File: config.mk
export PLATFORM = sky130hd
export DESIGN_NAME = tx_arbiter
export DESIGN_NICKNAME = d
export VERILOG_FILES = /design/src/rtl/tx_arbiter.sv
export SDC_FILE = /design/constraint.sdc
export NUM_CORES = 1
export LEC_CHECK = 0
export ABC_AREA = 1
export CAP_MARGIN = 20
export CORE_UTILIZATION = 40
export CTS_BUF_LIST = sky130_fd_sc_hd__clkbuf_2
export DETAILED_ROUTE_END_ITERATION = 6
export PLACE_DENSITY_LB_ADDON = 0.12
export SLEW_MARGIN = 25
export SYNTH_ARGS = -nofsm -noshare
export SYNTH_HDL_FRONTEND = slang
export SYNTH_SLANG_ARGS = --single-unit
File: constraint.sdc
create_clock -name clk_i -period 1.7 [get_ports clk_i]
set_clock_uncertainty 0.15 [all_clocks]
set_input_delay 0.17 -clock clk_i [delete_from_list [all_inputs] [get_ports clk_i]]
set_output_delay 0.17 -clock clk_i [all_outputs]
set_load 0.05 [all_outputs]
File: src/rtl/tx_arbiter.sv
// tx_arbiter: two-requester byte-stream arbiter in front of a USB PHY transmitter.
// Optional feature macro TX_ARBITER_CRC16_EN appends USB CRC16 to requester 1 packets.
module tx_arbiter #(
    parameter int GAP_CYCLES = 16
) (
    input  logic       clk_i,
    input  logic       rstn_i,
    input  logic       req0_valid_i,
    input  logic [7:0] req0_data_i,
    input  logic       req0_last_i,
    output logic       req0_ready_o,
    input  logic       req1_valid_i,
    input  logic [7:0] req1_data_i,
    input  logic       req1_last_i,
    output logic       req1_ready_o,
    output logic       tx_valid_o,
    output logic [7:0] tx_data_o,
    input  logic       tx_ready_i,
    input  logic       tx_en_i,
    output logic       grant_o,
    output logic       busy_o,
    output logic [2:0] state_o
);
    localparam int CW = (GAP_CYCLES > 1) ? $clog2(GAP_CYCLES) : 1;
    localparam logic [CW-1:0] GAP_LOAD = CW'(GAP_CYCLES - 1);

`ifdef TX_ARBITER_CRC16_EN
    typedef enum logic [2:0] {
        IDLE = 3'd0, XFER = 3'd1, DRAIN = 3'd2, GAP = 3'd3, CRC_LO = 3'd4, CRC_HI = 3'd5
    } state_t;
`else
    typedef enum logic [2:0] {
        IDLE = 3'd0, XFER = 3'd1, DRAIN = 3'd2, GAP = 3'd3
    } state_t;
`endif

    state_t        state;
    logic [CW-1:0] gap_cnt;
    logic          g_valid;
    logic [7:0]    g_data;
    logic          g_last;

`ifdef TX_ARBITER_CRC16_EN
    logic [15:0] crc_q;
    logic        first_q;

    // Reflected form of poly 0x8005: data enters LSB first.
    function automatic logic [15:0] crc16_byte(input logic [15:0] c, input logic [7:0] d);
        logic [15:0] r;
        r = c;
        for (int i = 0; i < 8; i++) begin
            r = (r[0] ^ d[i]) ? ((r >> 1) ^ 16'hA001) : (r >> 1);
        end
        return r;
    endfunction
`endif

    assign g_valid = grant_o ? req1_valid_i : req0_valid_i;
    assign g_data  = grant_o ? req1_data_i  : req0_data_i;
    assign g_last  = grant_o ? req1_last_i  : req0_last_i;
    assign state_o = state;

    // Handshake: a byte moves when tx_valid_o and tx_ready_i are both high in the
    // same cycle; the granted requester's ready mirrors that transfer, with no buffering.
    always_comb begin
        tx_valid_o   = 1'b0;
        tx_data_o    = 8'h00;
        req0_ready_o = 1'b0;
        req1_ready_o = 1'b0;
        case (state)
            XFER: begin
                if (g_valid) begin
                    tx_valid_o   = 1'b1;
                    tx_data_o    = g_data;
                    req0_ready_o = !grant_o && tx_ready_i;
                    req1_ready_o = grant_o && tx_ready_i;
                end
            end
`ifdef TX_ARBITER_CRC16_EN
            CRC_LO: begin
                tx_valid_o = 1'b1;
                tx_data_o  = ~crc_q[7:0];
            end
            CRC_HI: begin
                tx_valid_o = 1'b1;
                tx_data_o  = ~crc_q[15:8];
            end
`endif
            default: ;
        endcase
    end

    always_ff @(posedge clk_i or negedge rstn_i) begin
        if (!rstn_i) begin
            state   <= IDLE;
            grant_o <= 1'b0;
            busy_o  <= 1'b0;
            gap_cnt <= '0;
`ifdef TX_ARBITER_CRC16_EN
            crc_q   <= 16'hFFFF;
            first_q <= 1'b1;
`endif
        end else begin
            case (state)
                IDLE: begin
`ifdef TX_ARBITER_CRC16_EN
                    crc_q   <= 16'hFFFF;
                    first_q <= 1'b1;
`endif
                    if (req0_valid_i) begin
                        grant_o <= 1'b0;
                        busy_o  <= 1'b1;
                        state   <= XFER;
                    end else if (req1_valid_i) begin
                        grant_o <= 1'b1;
                        busy_o  <= 1'b1;
                        state   <= XFER;
                    end
                end
                XFER: begin
                    // A requester dropping valid mid-packet aborts it without CRC.
                    if (!g_valid) begin
                        state <= DRAIN;
                    end else if (tx_ready_i) begin
`ifdef TX_ARBITER_CRC16_EN
                        if (grant_o && !first_q) crc_q <= crc16_byte(crc_q, g_data);
                        first_q <= 1'b0;
                        if (g_last) state <= grant_o ? CRC_LO : DRAIN;
`else
                        if (g_last) state <= DRAIN;
`endif
                    end
                end
`ifdef TX_ARBITER_CRC16_EN
                CRC_LO: if (tx_ready_i) state <= CRC_HI;
                CRC_HI: if (tx_ready_i) state <= DRAIN;
`endif
                DRAIN: begin
                    if (!tx_en_i) begin
                        gap_cnt <= GAP_LOAD;
                        state   <= GAP;
                    end
                end
                GAP: begin
                    if (gap_cnt == '0) begin
                        busy_o <= 1'b0;
                        state  <= IDLE;
                    end else begin
                        gap_cnt <= gap_cnt - 1'b1;
                    end
                end
                default: begin
                    busy_o <= 1'b0;
                    state  <= IDLE;
                end
            endcase
        end
    end
endmodule

==> results.toml <==
[sta]
worst_slack_ps = -25.3
whs_ps = 38.4
fin_crit_sh = 1.01
fin_crit_ps = 1730
setup_viol = 9
slew_violations = 0
finalHoldViolCount = 0
rsz0062_at_grt = "true"
max_freq_mhz = 580

[clocking]
insertion_delay_ps = 260
cts_made_buffers = 3
cts.clk_slew.worst_paths_ps = 100
htreeDepth = 1
cts_hold_buf = 0
cts_max_path_buffers = 2
tritoncts = "done"
cts_root_buffer = "clkbuf_2"
cts.sinks = 8

[pwr]
switching_share = 0.547
power_per_cell_area_nw_per_um2 = 1750
max-vdd-ir-drop_mv = 1.67
seqPwrFrac = 0.144
clkPwrFrac = 0.050
p_switching_uw = 1540
p_leak_uw = 0.000718
combPwrFrac = 0.807
internal_power_uw = 1270

[route]
routed_wl_um = 3020
drt_pass1_iterations = 4
num_vias = 961
avgRoutedWirePerCell_um = 15.9
drt_iter0_drc = 15
via_per_inst = 5.06
drc = 0
drtAntennaViolNets = 0

[setup_path]
rr_worst_depth = 6
critPathLaunch = "grant_o"
critPathLaunchType = "flop"
crit_path_end = "tx_data_o[0]"
arrival_ps = 1410
end_kind = "output pin"
worstReg2RegEnd = "state_o[0]"
rrSetupSlack_ps = 70
cp_max_fo = 7
cp.required_ps = 1380
path_class = "reg2out"
r2r_start = "state_o[0]"

[synth]
synth.distinct_cells = 23
syn_nets = 146
avgSynthCellArea_um2 = 6.70
synthCells = 115
netlist_area_um2 = 771
yosys.area_share.xor_xnor = 0
synth_top_family_by_area = "simple AND/OR/NAND/NOR gates"
synth-compound-area-share = 0.141
yosysWarnings = 0
seq_area_frac_synth = 0.260
synth-seq-cells = 8
yosys.area_share.simple = 0.354
muxShareOfSynthArea = 0
synthAdderAreaFrac = 0.114

[placement]
preCtsSetupSlack_ps = 12.2
gp_congestion = 0.726
dp.cells = 179
io_buffers = 38
dp.final_hpwl_um = 1940

[global_route]
track_usage = 0.296
grt_pass1_wl_um = 4360
antenna_found_initial = 0
gr-total-overflow = 0
grt_max_degree = 9
first_global_vias = 973

[floorplanning]
die_y_um = 45.9
die_w_um = 45.9
ios = 40
die_area_um2 = 2110
start_util = 0.437
rows = 15
core_um2 = 1760

[layout]
mostFrequentLayoutCells = "nand2_1, clkdlybuf4s50_1, inv_1, buf_12, buf_4"
final_cells = 190
finalNetCount = 197
layout-drive-gt1-share = 0.412
antenna_cells = 0
area_delta_synth_final_pct = 108
final_common_cell = "nand2_1"

[job]
drv_cap = 0

[outcome]
violations = "negative setup slack"
status = "finished, violations left"

[worst_hold_path]
min_path_type = "in2async"
kinds of logic after synthesis:
| group | after synthesis |
|---|---|
| AND/OR/NAND/NOR | 59 |
| buffers and inverters | 21 |
| AO/OA/AOI/OAI | 19 |
| flip-flops | 8 |
| adder cells (fa/ha/maj) | 7 |
| other | 1 |
worst min path at each step:
stage / to / start / cells after the start / slack [ps]
6_report: busy_o / rstn_i / 1 / 40
5_1_grt: busy_o / rstn_i / 1 / 60
4_1_cts: busy_o / rstn_i / 1 / 50
3_5_place_dp: busy_o / rstn_i / 1 / 330
3_3_place_gp: busy_o / rstn_i / 1 / 320
2_1_floorplan: busy_o / rstn_i / 0 / -280
stage by stage:
stage	total power [uW]	cell area [um2]	setup TNS [ps]	utilization
after global routing	2980	1600	-657	0.909
after floorplan	1660	901	-50.8	-
final	2810	1600	-151	0.909
after global placement	2160	1430	0	0.808
after CTS	2600	1550	-17.9	0.879
after detailed placement	2220	1430	0	0.808
Yosys cell counts:
cell,n,area share
nand2_1,37,0.18
inv_1,17,0.083
a21oi_1,8,0.052
dfrtp_1,8,0.26
ha_1,7,0.11
o21ai_0,6,0.039
nand3_1,5,0.032
nor2_1,5,0.024
nand2_2,3,0.024
buf_6,2,0.029
nand2_4,2,0.029
nand3_2,2,0.026
nor3_1,2,0.013
o21bai_1,2,0.019
a211oi_1,1,0.0097
a21boi_2,1,0.015
buf_4,1,0.0097
conb_1,1,0.0049
inv_2,1,0.0049
nand4_1,1,0.0081
nor2_2,1,0.0081
o21ai_1,1,0.0065
or2_2,1,0.0081
power by group through the flow:
| stage | Clock (uW) | Combinational, uW | Sequential [uW] |
|---|---|---|---|
| 5_1_grt | 144 | 2420 | 414 |
| 2_1_floorplan | 0 | 1120 | 535 |
| 3_3_place_gp | 0 | 1760 | 399 |
| 4_1_cts | 136 | 2080 | 389 |
| 3_5_place_dp | 0 | 1820 | 401 |
| 6_report | 139 | 2270 | 404 |
worst max-delay path, stage by stage, from the launching register on:
cell and delay (ps):
dfrtp_2 440, buf_6 140, nand2_8 60, nand2_8 110
nand2_8 100, a21oi_4 150, buf_12 150
sequential cells by signal, indices dropped and copies added, names as in the netlist:
signal and cells:
gap_cnt 4, busy_o 1, state_o 2, grant_o 1
cell type report:
class / count / area, um2
well taps: 25 / 31.3
repair buffers: 49 / 587
multi-input cells: 86 / 683
flip-flops and latches: 8 / 204
fillers: 80 / 161
inverters: 18 / 77.6
clock buffers: 4 / 20.0
per-layer routing:
metal / vias to the layer above / share of wire / track usage
li1: 457 / - / -
met1: 443 / 0.39 / 0.308
met2: 49 / 0.51 / 0.530
met3: 12 / 0.075 / 0.0992
met4: 0 / 0.032 / 0.135
met5: - / 0 / 0
what timing repair did:
action / in CTS / in global routing
gates cloned: 0 / 0
endpoints found under the setup margin: 11 / 17
gates resized for setup: 11 / 13
endpoints found under the hold margin: 0 / 0
pin swaps: 4 / 5
buffers inserted: 7 / 0
Note: power is estimated with default switching activity, not from simulation.
